--- config.mk ---
export PLATFORM = sky130hd
export DESIGN_NAME = svc_sram_arb
export DESIGN_NICKNAME = d
export VERILOG_FILES = /design/src/rtl/svc_sram_arb.sv
export SDC_FILE = /design/constraint.sdc
export NUM_CORES = 1
export LEC_CHECK = 0
export ABC_AREA = 1
export BUFFER_PORTS_ARGS = -buffer_cell sky130_fd_sc_hd__buf_2
export CAP_MARGIN = 20
export CORE_AREA = 2 2 68 70
export DETAILED_ROUTE_END_ITERATION = 8
export DIE_AREA = 0 0 70 72
export MAX_ROUTING_LAYER = met4
export PLACE_DENSITY = 0.86
export RECOVER_POWER = 50
export SLEW_MARGIN = 20
export SYNTH_ARGS = -nofsm -noshare
export SYNTH_HDL_FRONTEND = slang
export SYNTH_SLANG_ARGS = --single-unit
--- constraint.sdc ---
create_clock -name clk -period 1.3 [get_ports clk]
set_clock_uncertainty 0.05 [all_clocks]
set_input_delay 0.13 -clock clk [delete_from_list [all_inputs] [get_ports clk]]
set_output_delay 0.13 -clock clk [all_outputs]
set_load 0.02 [all_outputs]
--- src/rtl/svc_sram_arb.sv ---
// Two-client SRAM command/response arbiter: burst-atomic round-robin grant on the
// command path, response routing by the client tag carried in the meta MSB.
module svc_sram_arb #(
  parameter int SRAM_ADDR_WIDTH   = 8,
  parameter int SRAM_DATA_WIDTH   = 16,
  parameter int SRAM_STRB_WIDTH   = SRAM_DATA_WIDTH / 8,
  parameter int CLIENT_META_WIDTH = 4,
  parameter int SRAM_META_WIDTH   = CLIENT_META_WIDTH + 1
) (
  input  logic                         clk,
  input  logic                         rst_n,
  input  logic                         s0_cmd_valid,
  output logic                         s0_cmd_ready,
  input  logic [SRAM_ADDR_WIDTH-1:0]   s0_cmd_addr,
  input  logic [CLIENT_META_WIDTH-1:0] s0_cmd_meta,
  input  logic                         s0_cmd_last,
  input  logic                         s0_cmd_wr_en,
  input  logic [SRAM_DATA_WIDTH-1:0]   s0_cmd_wr_data,
  input  logic [SRAM_STRB_WIDTH-1:0]   s0_cmd_wr_strb,
  output logic                         s0_rd_resp_valid,
  input  logic                         s0_rd_resp_ready,
  output logic [SRAM_DATA_WIDTH-1:0]   s0_rd_resp_data,
  output logic [CLIENT_META_WIDTH-1:0] s0_rd_resp_meta,
  output logic                         s0_rd_resp_last,
  input  logic                         s1_cmd_valid,
  output logic                         s1_cmd_ready,
  input  logic [SRAM_ADDR_WIDTH-1:0]   s1_cmd_addr,
  input  logic [CLIENT_META_WIDTH-1:0] s1_cmd_meta,
  input  logic                         s1_cmd_last,
  input  logic                         s1_cmd_wr_en,
  input  logic [SRAM_DATA_WIDTH-1:0]   s1_cmd_wr_data,
  input  logic [SRAM_STRB_WIDTH-1:0]   s1_cmd_wr_strb,
  output logic                         s1_rd_resp_valid,
  input  logic                         s1_rd_resp_ready,
  output logic [SRAM_DATA_WIDTH-1:0]   s1_rd_resp_data,
  output logic [CLIENT_META_WIDTH-1:0] s1_rd_resp_meta,
  output logic                         s1_rd_resp_last,
  output logic                         sram_cmd_valid,
  input  logic                         sram_cmd_ready,
  output logic [SRAM_ADDR_WIDTH-1:0]   sram_cmd_addr,
  output logic [SRAM_META_WIDTH-1:0]   sram_cmd_meta,
  output logic                         sram_cmd_last,
  output logic                         sram_cmd_wr_en,
  output logic [SRAM_DATA_WIDTH-1:0]   sram_cmd_wr_data,
  output logic [SRAM_STRB_WIDTH-1:0]   sram_cmd_wr_strb,
  input  logic                         sram_rd_resp_valid,
  output logic                         sram_rd_resp_ready,
  input  logic [SRAM_DATA_WIDTH-1:0]   sram_rd_resp_data,
  input  logic [SRAM_META_WIDTH-1:0]   sram_rd_resp_meta,
  input  logic                         sram_rd_resp_last
);

  // Client-indexed views so the mux is a plain array select.
  logic [1:0]                        c_valid, c_last, c_wr_en;
  logic [1:0][SRAM_ADDR_WIDTH-1:0]   c_addr;
  logic [1:0][CLIENT_META_WIDTH-1:0] c_meta;
  logic [1:0][SRAM_DATA_WIDTH-1:0]   c_wr_data;
  logic [1:0][SRAM_STRB_WIDTH-1:0]   c_wr_strb;

  assign c_valid   = {s1_cmd_valid,   s0_cmd_valid};
  assign c_last    = {s1_cmd_last,    s0_cmd_last};
  assign c_wr_en   = {s1_cmd_wr_en,   s0_cmd_wr_en};
  assign c_addr    = {s1_cmd_addr,    s0_cmd_addr};
  assign c_meta    = {s1_cmd_meta,    s0_cmd_meta};
  assign c_wr_data = {s1_cmd_wr_data, s0_cmd_wr_data};
  assign c_wr_strb = {s1_cmd_wr_strb, s0_cmd_wr_strb};

  logic lock_q, lock_d, lock_id_q, lock_id_d;
  logic hold_q, hold_d, hold_id_q, hold_id_d;
  logic prio_q, prio_d;
  logic sel_act, sel_id, cmd_en, accept;

  // Lock (mid-burst) outranks hold (stalled beat), which outranks round-robin.
  always_comb begin
    sel_act = 1'b0;
    sel_id  = prio_q;
    if (lock_q) begin
      sel_act = 1'b1;
      sel_id  = lock_id_q;
    end else if (hold_q) begin
      sel_act = 1'b1;
      sel_id  = hold_id_q;
    end else if (c_valid[prio_q]) begin
      sel_act = 1'b1;
      sel_id  = prio_q;
    end else if (c_valid[~prio_q]) begin
      sel_act = 1'b1;
      sel_id  = ~prio_q;
    end
  end

  assign cmd_en           = rst_n && sel_act;
  assign sram_cmd_valid   = cmd_en && c_valid[sel_id];
  assign sram_cmd_addr    = c_addr[sel_id];
  assign sram_cmd_meta    = {sel_id, c_meta[sel_id]};
  assign sram_cmd_last    = c_last[sel_id];
  assign sram_cmd_wr_en   = c_wr_en[sel_id];
  assign sram_cmd_wr_data = c_wr_data[sel_id];
  assign sram_cmd_wr_strb = c_wr_strb[sel_id];
  assign s0_cmd_ready     = cmd_en && !sel_id && sram_cmd_ready;
  assign s1_cmd_ready     = cmd_en &&  sel_id && sram_cmd_ready;
  assign accept           = sram_cmd_valid && sram_cmd_ready;

  always_comb begin
    lock_d    = lock_q;
    lock_id_d = lock_id_q;
    hold_d    = hold_q;
    hold_id_d = hold_id_q;
    prio_d    = prio_q;
    if (accept) begin
      hold_d = 1'b0;
      if (c_last[sel_id]) begin
        lock_d = 1'b0;
        prio_d = ~sel_id;
      end else begin
        lock_d    = 1'b1;
        lock_id_d = sel_id;
      end
    end else if (sram_cmd_valid) begin
      hold_d    = 1'b1;
      hold_id_d = sel_id;
    end
  end

  always_ff @(posedge clk) begin
    if (!rst_n) begin
      lock_q    <= 1'b0;
      lock_id_q <= 1'b0;
      hold_q    <= 1'b0;
      hold_id_q <= 1'b0;
      prio_q    <= 1'b0;
    end else begin
      lock_q    <= lock_d;
      lock_id_q <= lock_id_d;
      hold_q    <= hold_d;
      hold_id_q <= hold_id_d;
      prio_q    <= prio_d;
    end
  end

  // Response path: tag MSB picks the destination; payload fans out to both.
  logic rsp_id;
  assign rsp_id             = sram_rd_resp_meta[SRAM_META_WIDTH-1];
  assign s0_rd_resp_valid   = rst_n && sram_rd_resp_valid && !rsp_id;
  assign s1_rd_resp_valid   = rst_n && sram_rd_resp_valid &&  rsp_id;
  assign s0_rd_resp_data    = sram_rd_resp_data;
  assign s1_rd_resp_data    = sram_rd_resp_data;
  assign s0_rd_resp_meta    = sram_rd_resp_meta[CLIENT_META_WIDTH-1:0];
  assign s1_rd_resp_meta    = sram_rd_resp_meta[CLIENT_META_WIDTH-1:0];
  assign s0_rd_resp_last    = sram_rd_resp_last;
  assign s1_rd_resp_last    = sram_rd_resp_last;
  assign sram_rd_resp_ready = rst_n && (rsp_id ? s1_rd_resp_ready : s0_rd_resp_ready);

endmodule

==> results of run 1 <==
-- cells by family after synthesis --
| kind of cell | count (synthesis) | share of synthesized area (%) |
|---|---|---|
| AND/OR/NAND/NOR | 131 | 48.6 |
| flip-flops | 5 | 9.22 |
| buffers and inverters | 60 | 37.0 |
| AO/OA/AOI/OAI | 9 | 5.18 |
-- where the power goes --
group	leakage (uW)	switching (uW)	internal (uW)	total, uW
combinational	0.00120	839	793	1630
sequential	0.0000423	14.6	166	181
clock	0.0000228	82.2	211	293
total	0.00126	936	1170	2110
-- synthesized netlist by cell type, drive strengths merged --
| library cell | n | share of area (%) |
|---|---|---|
| nor3 | 2 | 0.92 |
| dfxtp | 5 | 9.2 |
| inv | 10 | 3.5 |
| nand3b | 2 | 1.4 |
| a21oi | 7 | 4.3 |
| nand3 | 5 | 2.8 |
| nor2 | 10 | 3.5 |
| nand4 | 1 | 0.58 |
| o21ai | 2 | 0.92 |
| nand2 | 111 | 40 |
| buf | 50 | 34 |
-- cell usage in the layout (no fill, tap or decap), types with 2 or more instances in the layout --
master | synthesis | layout
dfxtp_1 | 5 | 2
buf_8 | 0 | 2
nor3_1 | 2 | 2
inv_1 | 9 | 8
a21oi_2 | 0 | 3
buf_4 | 43 | 12
buf_12 | 0 | 2
nand3_4 | 0 | 3
nand2_1 | 106 | 41
nand2_4 | 0 | 21
clkbuf_16 | 0 | 2
clkbuf_8 | 0 | 3
nand2_2 | 5 | 48
a21oi_1 | 6 | 2
dfxtp_2 | 0 | 2
a21oi_4 | 1 | 2
buf_6 | 1 | 40
buf_2 | 6 | 75
nand3b_1 | 2 | 2
nand3_2 | 1 | 2
nor2_1 | 10 | 8
-- per-stage QoR --
| step | setup TNS, ns | hold WS (ns) | std cells | total power (uW) | setup WS [ns] |
|---|---|---|---|---|---|
| 2_1_floorplan | -0.907 | 0.169 | 205 | 1050 | -0.0390 |
| 3_3_place_gp | -3.77 | 0.210 | 330 | 1210 | -0.121 |
| 3_5_place_dp | -5.36 | 0.210 | 330 | 1230 | -0.178 |
| 4_1_cts | -11.91 | 0.129 | 342 | 1920 | -0.335 |
| 5_1_grt | -14.63 | 0.151 | 345 | 2220 | -0.393 |
| 6_report | -12.05 | 0.136 | 345 | 2110 | -0.330 |
-- layer usage --
metal | global-route usage, % | vias to the layer above
li1 | - | 754
met1 | 15.7 | 674
met2 | 30.7 | 92
met3 | 4.72 | 4
met4 | 4.49 | 0
met5 | - | -
-- registers in the layout, indices dropped and copies added (netlist names) --
signal / count
hold_id_q: 1
hold_q: 1
lock_id_q: 1
lock_q: 1
prio_q: 1
-- worst register-to-register path, cell delays in order, from the launching register on --
cell and delay, ns:
dfxtp_2 0.32, inv_2 0.04, a21oi_2 0.12, nand2_2 0.08, nand2_4 0.10, buf_6 0.12
nand4_1 0.13, nand2_4 0.14, buf_6 0.13, nand3_4 0.07, nor2_1 0.09, nor2_1 0.05
-- cell type report --
type / count / area [um^2]
clock buffer: 4 / 45.0
fill: 403 / 1990
inverter: 10 / 50.0
multi-input combinational: 140 / 945
sequential: 5 / 106
tap: 52 / 65.1
timing repair buffer: 134 / 1060
-- worst paths after layout --
kind                                startpoint               end  slack (ns)  cells past startpoint
worst max-delay path                    hold_q  sram_cmd_meta[4]       -0.33                      7
worst min-delay path            sram_cmd_ready            hold_q        0.14                      2
worst min register to register       lock_id_q         lock_id_q        0.42                      2
worst max register to register          prio_q            prio_q       -0.24                     11
-- timing repair --
action / CTS / global route
buffers inserted: 8 / 2
gates cloned: 1 / 2
endpoints found under the setup margin: 41 / 41
resized for setup: 101 / 53
pin swaps: 8 / 9
==> summary.md, run 1 <==
| Metric | Value |
|---|---|
| CP Launch Type | `flop` |
| Initial Util | `25.5%` |
| Total global routing overflow | `0` |
| Clock latency on the worst-skew pair | `between 0.2 and 0.25 ns` |
| LEAKAGE | `0.00126 uW` |
| Max Buffers Root-to-Sink | `2` |
| Crit path cell chain | `a21oi_4 > nand2_4 > nand2_8 > clkinv_8 > buf_16 > buf_4 > buf_6` |
| Total number of vias | `approximately 1500` |
| Critical Path RT | `around 1.1 ns` |
| # setup viols final | `between 40 and 50` |
| Slowest cell on crit path | `dfxtp_4` |
| Placed instance area | `1590 um^2` |
| Worst setup EP type | `output pin` |
| Root buf cell | `clkbuf_8` |
| Top Layer Used | `met4` |
| DR vias/cell | `around 4.4` |
| RSZ-0062 raised after global routing | `true` |
| Routability cong. | `approximately 0.85` |
| Final ANT Viol Nets | `0` |
| Core Box Area | `between 4000 and 5000 um^2` |
| Mapped Avg Cell Area | `~5.3 um^2` |
| I/O pin total | `175` |
| Synthesized cell area | `roughly 1100 um^2` |
| Synth Register Bits | `5` |
| Outcome | `finished with violations` |
| Met2 wire length | `~2500 um` |
| Failing checks | `negative setup slack` |
| Post-layout instance area | `2270 um^2` |
| Max Fclk | `about 0.61 GHz` |
| Drt drc | `0` |
| Layout cells sized above 1 | `about 77%` |
| Syn Inst Count | `205` |
| Metal1 wirelength | `1420 um` |
| I/O Buffers | `between 100 and 150` |
| Slew Viols, Final | `0` |
| Largest net degree at the start of global routing | `20` |
| Antenna violations before repair | `0` |
| Critical Setup Path Class | `reg -> out` |
| Drt first pass iters | `6` |
| Pwr Density | `slightly above 900 nW/um^2` |
| Data arrival, critical path | `1.45 ns` |
| Fin util | `53.3%` |
| Vias in the first global route | `~1500` |
| Overall routed net length | `approximately 4400 um` |
| CP max FO | `11` |
| Synth unique cells | `17` |
| Final Cycle Share | `125%` |
| Largest delay share family, worst path | `buffers and inverters` |
| Syn Nets | `299` |
| Final net count | `approximately 390` |
| CTS Buf Count | `3` |
| Final Worst Setup Slack | `-0.330 ns` |
| Final Hold Fails | `0` |
| DIE WIDTH | `~70 um` |
| CTS Hold Buffers Added | `0` |
| Worst VDD drop | `about 740 uV` |
| Share of the yosys chip area belonging to registers | `9.22%` |
| FP Rows | `24` |
| First-pass GRT wire length | `between 6000 and 7000 um` |
| Met3 WL | `approximately 460 um` |
| Initial DRC count | `28` |
| Ys Warns | `0` |
| Class of the worst hold path | `in -> reg` |
| Layout Area Growth over Synthesis | `109%` |
| Worst Path Buf+Inv | `4` |
| Min cycle time layout | `1.63 ns` |
| Worst rel slew slack | `a little over four fifths` |
| Max incr delay on CP | `about 0.35 ns` |
| Slew of the pin with the lowest slew margin | `approximately 0.25 ns` |
| Die Area | `approximately 5000 um^2` |
| Diode count | `0` |
| Max cap viols | `0` |
| WL/cell | `~13 um` |
| CTS clk-pin slew, worst paths | `about 0.040 ns` |
| HPWL Detailed | `between 2000 and 3000 um` |
| CTS sink count | `5` |
| Number of H-tree levels | `1` |
| Die height | `around 70 um` |
| GRT Overall Usage | `between 10% and 20%` |
| CTS tree | `done` |
Note: power is estimated with default switching activity, not from simulation.
==> run 2, diff against run 1 <==
--- a/config.mk
+++ b/config.mk
@@ -12,7 +12,7 @@
 export DETAILED_ROUTE_END_ITERATION = 8
 export DIE_AREA = 0 0 70 72
 export MAX_ROUTING_LAYER = met4
-export PLACE_DENSITY = 0.86
+export PLACE_DENSITY = 0.84
 export RECOVER_POWER = 50
 export SLEW_MARGIN = 20
 export SYNTH_ARGS = -nofsm -noshare
==> summary.md, run 2 (same netlist as run 1, synthesis figures left out) <==
| Metric | Value |
|---|---|
| Critical Path RT | `1.35 ns` |
| First-pass GRT wire length | `just over 6000 um` |
| Met2 wire length | `2100 um` |
| Final ANT Viol Nets | `0` |
| Drt drc | `0` |
| Max cap viols | `0` |
| Drt first pass iters | `4` |
| WL/cell | `11.4 um` |
| Worst rel slew slack | `approximately 87%` |
| Post-layout instance area | `1930 um^2` |
| Vias in the first global route | `1440` |
| Die height | `~72 um` |
| Fin Hold WS | `between 0.1 and 0.15 ns` |
| Final Power | `between 1500 and 2000 uW` |
| CTS Hold Buffers Added | `0` |
| Fillers | `roughly 430` |
| RSZ-0062 raised after global routing | `true` |
| Routability cong. | `0.865` |
| Max Buffers Root-to-Sink | `2` |
| Class of the worst hold path | `in -> reg` |
| DR vias/cell | `about 4.4` |
| Overall routed net length | `3850 um` |
| Worst VDD drop | `680 uV` |
| Layout cells sized above 1 | `63.6%` |
| I/O Buffers | `between 100 and 150` |
| Slew Viols, Final | `0` |
| DIE WIDTH | `~70 um` |
| Die Area | `between 5000 and 6000 um^2` |
| Root buf cell | `clkbuf_8` |
| Pwr Density | `about 950 nW/um^2` |
| LEAKAGE | `~0.0011 uW` |
| CP Launch Type | `flop` |
| Outcome | `finished with violations` |
| Failing checks | `negative setup slack` |
| Clock latency on the worst-skew pair | `approximately 0.22 ns` |
| Core Box Area | `4260 um^2` |
| GRT Overall Usage | `14.9%` |
| Most frequent cells in the layout | `75 x buf_2, 71 x nand2_1, 36 x buf_6, 32 x nand2_2, 13 x buf_4` |
| Total global routing overflow | `0` |
| Initial DRC count | `34` |
| Final Hold Fails | `0` |
| # setup viols final | `between 40 and 50` |
| Final Cycle Share | `125%` |
| Placed instance area | `1600 um^2` |
| CTS tree | `done` |
| Total number of vias | `1487` |
| Min cycle time layout | `between 1.5 and 2 ns` |
| Layout Area Growth over Synthesis | `77.3%` |
| CTS Buf Count | `3` |
| CTS sink count | `5` |
| Top Layer Used | `met4` |
| Largest net degree at the start of global routing | `18` |
| Final Worst Setup Slack | `-0.319 ns` |
| Max Fclk | `between 0.6 and 0.7 GHz` |
| R2R Setup Slk | `-0.32 ns` |
| Diode count | `0` |
| FP Rows | `24` |
| CP max FO | `7` |
| Met3 WL | `414 um` |
| Final setup TNS | `-11.32 ns` |
| Most common cell after layout, fill and taps aside | `buf_2` |
| Initial Util | `between 20% and 30%` |
| Critical Setup Path Class | `reg -> reg` |
| Number of H-tree levels | `1` |
| Slew of the pin with the lowest slew margin | `0.193 ns` |
| Antenna violations before repair | `0` |
| Worst setup EP type | `flop` |
| CTS clk-pin slew, worst paths | `~0.030 ns` |
| Metal1 wirelength | `1310 um` |
| Final net count | `between 300 and 400` |
| HPWL Detailed | `roughly 3000 um` |
| Data arrival, critical path | `between 1.5 and 2 ns` |
| I/O pin total | `approximately 180` |
run 2: changes by cell type in the layout (fill, tap and decap cells not counted), moves of 2 or more:
cell	previous run	this run
buf_6	40	36
buf_8	2	0
clkbuf_16	2	0
nand2_1	41	71
nand2_2	48	32
nand2_4	21	8
nand3_1	0	3
nand3_4	3	0
run 2: worst max-delay path, cell delays in order (launching register included):
cell and delay (ns):
dfxtp_2 0.33, a21oi_2 0.17, nand2_2 0.10, buf_6 0.12, buf_6 0.11, nand4_1 0.11
nand2_4 0.08, buf_6 0.14, buf_4 0.14, o21ai_2 0.10, a21oi_1 0.05
run 2: worst paths after layout:
check,cells after the start,startpoint,end
max reg2reg,10,hold_q,hold_q
min reg2reg,2,lock_id_q,lock_id_q
min,2,sram_cmd_ready,hold_q
max,10,hold_q,hold_q
run 2: metrics by stage:
stage          std cells  utilization (%)  setup slack, ns
2_1_floorplan        205                -          -0.0390
6_report             338             45.2           -0.319
3_5_place_dp         330             37.5           -0.162
4_1_cts              337             44.7           -0.332
5_1_grt              338             45.2           -0.408
3_3_place_gp         330             37.5           -0.114
run 2: layout make-up:
| type | instances | area (um^2) | area share (%) |
|---|---|---|---|
| Clock buffer | 4 | 45.0 | 2.34 |
| Timing Repair Buffer | 127 | 938 | 48.7 |
| Sequential cell | 5 | 103 | 5.33 |
| Tap cell | 52 | 65.1 | 3.38 |
| Inverter | 10 | 40.0 | 2.08 |
| Multi-Input combinational cell | 140 | 734 | 38.1 |
run 2: report_power, final:
group,internal [uW],switching [uW]
Clock,210,74.7
Sequential,166,11.3
Combinational,655,707
run 2: what timing repair did:
| item | 4_1_cts | 5_1_grt |
|---|---|---|
| buffers inserted | 3 | 1 |
| setup endpoints to repair | 41 | 41 |
| pin swaps | 2 | 0 |
| resized for setup | 78 | 3 |
run 2: layer usage:
metal  global-route usage, %  up-vias
met5                       -        -
met1                    15.0      636
met3                    5.28        6
li1                        -      739
met2                    27.9      106
met4                    2.99        0
==> run 3, diff against run 2 <==
--- a/config.mk
+++ b/config.mk
@@ -14,6 +14,7 @@
 export MAX_ROUTING_LAYER = met4
 export PLACE_DENSITY = 0.84
 export RECOVER_POWER = 50
+export REMOVE_ABC_BUFFERS = 1
 export SLEW_MARGIN = 20
 export SYNTH_ARGS = -nofsm -noshare
 export SYNTH_HDL_FRONTEND = slang
==> summary.md, run 3 (same netlist as run 1, synthesis figures left out) <==
| Metric | Value |
|---|---|
| Initial DRC count | `slightly below 60` |
| CP Launch Type | `flop` |
| Layout Cells excl Fill | `349` |
| Final Cycle Share | `127%` |
| Overall routed net length | `between 7000 and 8000 um` |
| Min cycle time layout | `1.66 ns` |
| Max Fclk | `approximately 0.6 GHz` |
| Most frequent cells in the layout | `76 x buf_2, 50 x nand2_2, 47 x nand2_1, 39 x buf_6, 15 x buf_4` |
| Total global routing overflow | `0` |
| Fillers | `405` |
| Largest delay share family, worst path | `simple AND/OR/NAND/NOR gates` |
| Worst Path Buf+Inv | `3` |
| Critical Path RT | `1.12 ns` |
| Max incr delay on CP | `~0.32 ns` |
| Min-delay src | `sram_cmd_ready` |
| Vias in the first global route | `between 1500 and 2000` |
| Final Hold Fails | `0` |
| DR vias/cell | `4.91` |
| WL/cell | `between 20 and 25 um` |
| Diode count | `0` |
| Multi-input logic area | `between 800 and 900 um^2` |
| Worst VDD drop | `~530 uV` |
| I/O Buffers | `~110` |
| Worst setup EP type | `output pin` |
| Clock latency on the worst-skew pair | `approximately 0.22 ns` |
| CTS tree | `done` |
| LEAKAGE | `between 0.001 and 0.0015 uW` |
| Max Buffers Root-to-Sink | `2` |
| Final Worst Setup Slack | `-0.357 ns` |
| Slew Viols, Final | `0` |
| Final net count | `between 300 and 400` |
| Root buf cell | `clkbuf_8` |
| DIE WIDTH | `around 70 um` |
| CTS Hold Buffers Added | `0` |
| Hold Path Sink | `hold_q` |
| Data arrival, critical path | `~1.5 ns` |
| Class of the worst hold path | `in -> reg` |
| # setup viols final | `41` |
| Antenna violations before repair | `0` |
| Reg-to-Reg Start | `prio_q` |
| Die height | `~72 um` |
| Layout Area Growth over Synthesis | `99.5%` |
| Fin Hold WS | `approximately 0.17 ns` |
| CP max FO | `18` |
| Initial Util | `about a quarter` |
| R2R Setup Slk | `-0.33 ns` |
| Routability cong. | `around 0.9` |
| CTS clk-pin slew, worst paths | `roughly 0.040 ns` |
| First-pass GRT wire length | `approximately 9600 um` |
| RSZ-0062 raised after global routing | `true` |
| GRT Overall Usage | `26.7%` |
| Slew of the pin with the lowest slew margin | `~0.26 ns` |
| Met2 Use GR | `46.7%` |
| Worst Hold Depth | `2` |
| Total number of vias | `between 1500 and 2000` |
| Crit path cell chain | `inv_2 > a21oi_2 > nand2_1 > nand2_2 > nand2_4 > buf_12 > nand2_1 > nand2_2 > buf_6` |
| Pwr Density | `between 900 and 1000 nW/um^2` |
| Sequential cell area | `slightly above 100 um^2` |
| RR Endpoint | `hold_id_q` |
| Final setup TNS | `-13.22 ns` |
| Critical Setup Path Class | `reg -> out` |
| Layout cells sized above 1 | `around 73%` |
| FP Rows | `24` |
| Top Usage Layer GRT | `met2` |
| Max cap viols | `0` |
| I/O pin total | `~180` |
| Met1 Track Usage GR | `21.7%` |
| Final ANT Viol Nets | `0` |
| Drt drc | `0` |
| Placed Cells | `330` |
| Largest net degree at the start of global routing | `19` |
| R2R depth | `13` |
| Number of H-tree levels | `1` |
| Most common cell after layout, fill and taps aside | `buf_2` |
| Slowest cell on crit path | `dfxtp_2` |
| CTS sink count | `5` |
| Outcome | `finished with violations` |
| Failing checks | `negative setup slack` |
| Drt first pass iters | `4` |
| Core Box Area | `4260 um^2` |
| HPWL Detailed | `between 5000 and 6000 um` |
| Die Area | `between 5000 and 6000 um^2` |
| Worst rel slew slack | `82.9%` |
| GR Layer Usage met3 | `approximately 16%` |
| CTS Buf Count | `3` |
-- run 3: changes by cell type in the layout (fill, tap and decap cells not counted), moves of 2 or more --
cell,change
nor2_1,-2
nand2_2,+18
buf_12,-2
nor2_2,+2
nand2_1,-24
nand3_2,-2
buf_8,+5
buf_6,+3
nand2_4,+6
buf_4,+2
-- run 3: what timing repair did --
| action | in CTS | in global routing |
|---|---|---|
| gates resized for setup | 125 | 49 |
| gates cloned | 1 | 1 |
| setup endpoints to repair | 41 | 41 |
| setup buffers | 11 | 3 |
| pin swaps | 10 | 16 |
-- run 3: worst max-delay path by stage --
stage / endpoint / startpoint / cells after the start
after floorplan: s1_cmd_ready / prio_q / 8
after global placement: s0_cmd_ready / hold_q / 7
after detailed placement: sram_cmd_wr_data[14] / prio_q / 10
after CTS: sram_cmd_wr_data[14] / prio_q / 10
after global routing: sram_cmd_wr_data[13] / prio_q / 10
final: sram_cmd_addr[2] / prio_q / 9
-- run 3: power breakdown --
part	total [uW]	internal (uW)	leakage, uW	switching, uW
registers	178	166	0.0000416	12.2
clock network	292	211	0.0000228	81.0
logic	1570	753	0.00119	819
total	2040	1130	0.00125	912
-- run 3: per-stage QoR --
step	util [%]	total power, uW	area, um^2	setup slack, ns
2_1_floorplan	-	704	722	-0.626
3_3_place_gp	33.6	1120	1430	-0.132
3_5_place_dp	33.6	1130	1430	-0.153
4_1_cts	46.1	1860	1960	-0.319
5_1_grt	50.8	2140	2170	-0.421
6_report	50.8	2040	2170	-0.357
-- run 3: layout make-up --
| type | instances | share of cell area [%] |
|---|---|---|
| repair buffers | 138 | 49.8 |
| multi-input cells | 140 | 38.0 |
| flip-flops and latches | 5 | 4.73 |
| well taps | 52 | 3.00 |
| inverters | 10 | 2.31 |
| clock buffers | 4 | 2.08 |
-- run 3: per-layer routing --
layer | wire length [um] | vias up
met4 | 454 | 0
met3 | 1030 | 23
met5 | 0 | -
met1 | 2150 | 763
met2 | 3520 | 163
li1 | - | 765
